### src/rtl/join_sync_if.sv
// join_sync_if: two request/ack input channels and one combined output channel
interface join_sync_if #(parameter int W = 8);
    logic           r_i;
    logic           a_i;
    logic [W-1:0]   d_i;
    logic           r1_i;
    logic           a1_i;
    logic [W-1:0]   d1_i;
    logic           r_o;
    logic           a_o;
    logic [2*W-1:0] d_o;

    modport master (output r_i, d_i, r1_i, d1_i, a_o, input a_i, a1_i, r_o, d_o);
    modport slave  (input r_i, d_i, r1_i, d1_i, a_o, output a_i, a1_i, r_o, d_o);
endinterface

### src/rtl/join_sync.sv
// join_sync: clocked two-input 4-phase join with bundled data and synchronized handshakes
module join_sync #(
    parameter int W    = 8,
    parameter int SYNC = 2,
    parameter int CW   = 8
) (
    input  logic          clk,
    input  logic          rst,
    join_sync_if.slave    bus,
    output logic [CW-1:0] count,
    output logic          err
);
    typedef enum logic [1:0] {IDLE, REQ, ACK, RTZ} state_t;

    state_t         state_q;
    logic [SYNC-1:0] rsync_q, r1sync_q, async_q;
    logic           rs, r1s, as_s;
    logic           rs_p_q, r1s_p_q, as_p_q;
    logic           r_o_q, ack_q, err_q, err_d;
    logic [2*W-1:0] d_o_q;
    logic [CW-1:0]  count_q;

    assign rs  = rsync_q[SYNC-1];
    assign r1s = r1sync_q[SYNC-1];
    assign as_s = async_q[SYNC-1];

    // Bring asynchronous handshake inputs into clk domain and keep last value for edge detection
    always_ff @(posedge clk or negedge rst) begin
        if (!rst) begin
            rsync_q  <= '0;
            r1sync_q <= '0;
            async_q  <= '0;
            rs_p_q   <= 1'b0;
            r1s_p_q  <= 1'b0;
            as_p_q   <= 1'b0;
        end else begin
            rsync_q  <= {rsync_q[SYNC-2:0], bus.r_i};
            r1sync_q <= {r1sync_q[SYNC-2:0], bus.r1_i};
            async_q  <= {async_q[SYNC-2:0], bus.a_o};
            rs_p_q   <= rs;
            r1s_p_q  <= r1s;
            as_p_q   <= as_s;
        end
    end

    // Sticky error: lone request withdrawn in IDLE, any request drop in REQ, or ack rising in IDLE
    always_comb begin
        err_d = err_q
              | (state_q == IDLE && ((rs_p_q && !rs && !r1s) || (r1s_p_q && !r1s && !rs)))
              | (state_q == REQ && ((rs_p_q && !rs) || (r1s_p_q && !r1s)))
              | (state_q == IDLE && as_s && !as_p_q);
    end

    // Join handshake FSM; all outputs registered, both acks always move together
    always_ff @(posedge clk or negedge rst) begin
        if (!rst) begin
            state_q <= IDLE;
            r_o_q   <= 1'b0;
            ack_q   <= 1'b0;
            d_o_q   <= '0;
            count_q <= '0;
            err_q   <= 1'b0;
        end else begin
            err_q <= err_d;
            case (state_q)
                IDLE: if (rs && r1s) begin
                    d_o_q   <= {bus.d1_i, bus.d_i};
                    r_o_q   <= 1'b1;
                    state_q <= REQ;
                end
                REQ: if (as_s) begin
                    ack_q   <= 1'b1;
                    state_q <= ACK;
                end
                ACK: if (!rs && !r1s) begin
                    r_o_q   <= 1'b0;
                    state_q <= RTZ;
                end
                default: if (!as_s) begin
                    ack_q   <= 1'b0;
                    count_q <= count_q + 1'b1;
                    state_q <= IDLE;
                end
            endcase
        end
    end

    assign bus.r_o  = r_o_q;
    assign bus.a_i  = ack_q;
    assign bus.a1_i = ack_q;
    assign bus.d_o  = d_o_q;
    assign count    = count_q;
    assign err      = err_q;
endmodule

### src/flat_wrapper.sv
// flat-port wrapper written by rule: the top's interface ports become plain ports
module join_sync_flat 
#(
    parameter int W    = 8,
    parameter int SYNC = 2,
    parameter int CW   = 8
)
  (clk, rst, count, err, bus_r_i, bus_d_i, bus_r1_i, bus_d1_i, bus_a_o, bus_a_i, bus_a1_i, bus_r_o, bus_d_o);
  join_sync_if #(.W(W)) bus_i ();
  input  logic clk;
  input  logic rst;
  output logic [CW-1:0] count;
  output logic err;
  input wire logic [$bits(bus_i.r_i)-1:0] bus_r_i;
  input wire logic [$bits(bus_i.d_i)-1:0] bus_d_i;
  input wire logic [$bits(bus_i.r1_i)-1:0] bus_r1_i;
  input wire logic [$bits(bus_i.d1_i)-1:0] bus_d1_i;
  input wire logic [$bits(bus_i.a_o)-1:0] bus_a_o;
  output wire logic [$bits(bus_i.a_i)-1:0] bus_a_i;
  output wire logic [$bits(bus_i.a1_i)-1:0] bus_a1_i;
  output wire logic [$bits(bus_i.r_o)-1:0] bus_r_o;
  output wire logic [$bits(bus_i.d_o)-1:0] bus_d_o;
  assign bus_i.r_i = bus_r_i;
  assign bus_i.d_i = bus_d_i;
  assign bus_i.r1_i = bus_r1_i;
  assign bus_i.d1_i = bus_d1_i;
  assign bus_i.a_o = bus_a_o;
  assign bus_a_i = bus_i.a_i;
  assign bus_a1_i = bus_i.a1_i;
  assign bus_r_o = bus_i.r_o;
  assign bus_d_o = bus_i.d_o;
  join_sync #(.W(W), .SYNC(SYNC), .CW(CW)) u_core (.clk(clk), .rst(rst), .bus(bus_i), .count(count), .err(err));
endmodule
### config.mk
export PLATFORM = sky130hd
export DESIGN_NAME = join_sync_flat
export DESIGN_NICKNAME = d
export VERILOG_FILES = /design/src/rtl/join_sync_if.sv /design/src/rtl/join_sync.sv /design/src/flat_wrapper.sv
export SDC_FILE = /design/constraint.sdc
export NUM_CORES = 1
export LEC_CHECK = 0
export ABC_CLOCK_PERIOD_IN_PS = 4400
export CAP_MARGIN = 40
export CORE_ASPECT_RATIO = 1.25
export CORE_MARGIN = 5
export CORE_UTILIZATION = 49
export DETAILED_ROUTE_END_ITERATION = 6
export PLACE_DENSITY = 0.93
export SYNTH_ARGS = -nofsm -noshare
export SYNTH_HDL_FRONTEND = slang
export SYNTH_SLANG_ARGS = --single-unit
### constraint.sdc
create_clock -name clk -period 4.4 [get_ports clk]
set_input_delay 0.66 -clock clk [delete_from_list [all_inputs] [get_ports clk]]
set_output_delay 0.66 -clock clk [all_outputs]
set_load 0.005 [all_outputs]
==> flow_summary.yaml <==
run_status:
  outcome: "complete, no violations"
route:
  drc: 0
  vias: 1011
  initialDrtViolationCount: 17
  wire_per_inst_um: 15.70
  drtPass1Iterations: 3
  viasPerCell: 5.132
  antenna_left: 0
  drt-total-wl_um: 3092
worst_setup_path:
  reg2reg_from: "u_core.state_q[0]"
  crit_required_ns: 4.63
  path_max_fanout: 16
  end_kind: "flip-flop"
  cp-start-kind: "flip-flop"
  cp.arrival_ns: 2.27
  reg2reg_slack_ns: 2.36
  r2r_end: "u_core.bus.d_o[7]"
  crit_type: "flip-flop to flip-flop"
  reg2reg_depth: 4
clocking:
  cts_tree: "done"
  cts-root-buf: "clkbuf_4"
  cts_max_path_buffers: 2
  clk_latency_ns: 0.34
  cts_setup_buffers: 0
  h-tree-depth: 2
  cts_sinks: 38
  numCtsBuffers: 5
  hold_buffers: 0
  ctsResizeCount: 0
  clk_pin_slew_worst_paths_ns: 0.11
final_layout:
  drive_above_1_share: 0.1863
  mostFrequentLayoutCells: "clkdlybuf4s50_1 (47), dfrtp_1 (38), mux2_2 (19)"
  post-route-util: 0.7098
  nets: 189
  final_common_cell: "clkdlybuf4s50_1"
  syn_to_final_growth_pct: 37.26
  fill_cells: 202
  n_antenna_cell: 0
synthesis:
  synth_nets: 137
  syn-cell-area_mm2: 0.001551
  yosys_register_bits: 38
  synth_edf_count: 0
  yosysSeqAreaShare: 0.6129
  ys_types: 26
  postSynthCellCount: 109
  synthArstFlopShare: 1.000
  synth_area_per_cell_um2: 14.23
  ys_warn_count: 0
  synthFlopType: "dfrtp_1"
global_route:
  grt_util_all_layers: 0.1698
  overflow: 0
  grt_pass1_wl_um: 5354
  antenna_found_initial: 0
  grt_max_degree: 39
  grt_pass1_vias: 1164
floorplanning:
  core_area_mm2: 0.003000
  fp.dieW_um: 60.33
  pin_count: 49
  start_util: 0.5171
  dieArea_mm2: 0.004399
  num_rows: 22
  die_h_um: 72.91
power_and_ir_drop:
  power_leakage_uw: 0.0009259
  clkPwrFrac: 0.190
  p_seq_frac: 0.426
  swShare: 0.2839
  ir_drop_mv: 0.4532
  powerDensity_mw_per_mm2: 597.1
  p_int_uw: 910.6
  comb_power_share: 0.384
  p_sw_uw: 361.0
sta:
  finalSetupTns_ns: 0
  finalSetupViolCount: 0
  relSlewSlack: 0.4666
  slew_violations: 0
  clock.fmax_mhz: 490.0
  finalHoldViolCount: 0
  hold_ws_ns: 0.3601
  worst_slew_pin_slew_ns: 0.8001
  setup_slack_ns: 2.359
  rsz0062_at_grt: "no"
  clock_skew_ns: 0.006882
  fin_crit_ns: 2.041
  final.period_utilization: 0.4638
placement:
  place_ws_ns: 2.314
  port_buffers: 48
  gp_congestion: 0.8011
  dp_hpwl_um: 2338
flow_run:
  drv_cap: 0
hold_path:
  min-delay-start: "u_core.r1sync_q[0]"
  min_path_type: "flip-flop to flip-flop"
  whs_path_depth: 0
  hold_end: "u_core.r1sync_q[1]"
[critical path, cell delays in order (launching register included)]
cell and delay [ns]:
dfrtp_1 0.45, inv_1 0.11, ha_1 0.29, nand3_1 0.57, mux2_2 0.50
[cells by family after synthesis]
logic type               after synthesis  share of synthesized area
AND/OR/NAND/NOR                       20                    0.07903
multiplexers                          19                     0.1379
buffers and inverters                 10                    0.03226
flip-flops                            38                     0.6129
AO/OA/AOI/OAI                          8                    0.04193
XOR/XNOR                               7                    0.03952
adder cells (fa/ha/maj)                7                    0.05645
[synth_stat cells, types with 2 or more instances]
library cell | n | share of area
a31oi_1 | 2 | 0.0081
ha_1 | 7 | 0.056
a221o_1 | 2 | 0.013
inv_1 | 7 | 0.017
nand4_1 | 5 | 0.020
nand2_1 | 4 | 0.0097
dfrtp_1 | 38 | 0.61
xnor2_1 | 6 | 0.034
nor2_1 | 3 | 0.0073
mux2_2 | 19 | 0.14
[worst max path at each step]
stage	end	startpoint	slack [ns]
finish	u_core.bus.d_o[7]	u_core.state_q[0]	2.36
global placement	u_core.state_q[1]	u_core.state_q[1]	2.48
global route	u_core.bus.d_o[15]	u_core.state_q[0]	2.19
detailed placement	u_core.bus.d_o[1]	u_core.state_q[0]	2.31
floorplan	u_core.state_q[1]	u_core.state_q[0]	2.54
CTS	count[0]	u_core.count[0]	2.34
[power groups by stage]
stage	Combinational, uW	Clock [uW]	Sequential (uW)
detailed placement	491	0	550
floorplan	222	0	544
finish	488	242	542
global placement	470	0	540
global route	533	269	562
CTS	496	250	544
[state kept, by name, summed over array words and instances, names as in the netlist]
name and cells:
u_core.rs_p_q 1, u_core.count 8, u_core.as_p_q 1, u_core.state_q 2, u_core.bus.a1_i 1, u_core.r1s_p_q 1
u_core.err 1, u_core.async_q 2, u_core.bus.r_o 1, u_core.rsync_q 2, u_core.r1sync_q 2, u_core.bus.d_o 16
[per-layer routing]
| metal | share of wire | vias to the layer above | global-route usage | wire [um] |
|---|---|---|---|---|
| li1 | - | 488 | - | - |
| met1 | 0.39 | 480 | 0.1900 | 1196 |
| met2 | 0.50 | 37 | 0.2716 | 1547 |
| met3 | 0.094 | 6 | 0.08142 | 290 |
| met4 | 0.018 | 0 | 0.07389 | 57 |
| met5 | 0 | - | 0 | 0 |
[stage by stage]
stage,total power (uW),instance area (um2),instances
finish,1272,2130,197
global route,1365,2130,197
CTS,1290,2130,197
detailed placement,1042,2048,190
global placement,1010,2048,190
floorplan,765.9,1551,109
[area by class of cell]
class                   instances  area (um2)  area share
flip-flops and latches         38       950.9      0.4465
multi-input cells              61       550.5      0.2585
repair buffers                 48       475.5      0.2233
clock buffers                   6       51.30     0.02409
well taps                      36       45.04     0.02115
clock inverters                 1       30.03     0.01410
inverters                       7       26.28     0.01234
Power figures use the tool's default switching activity.
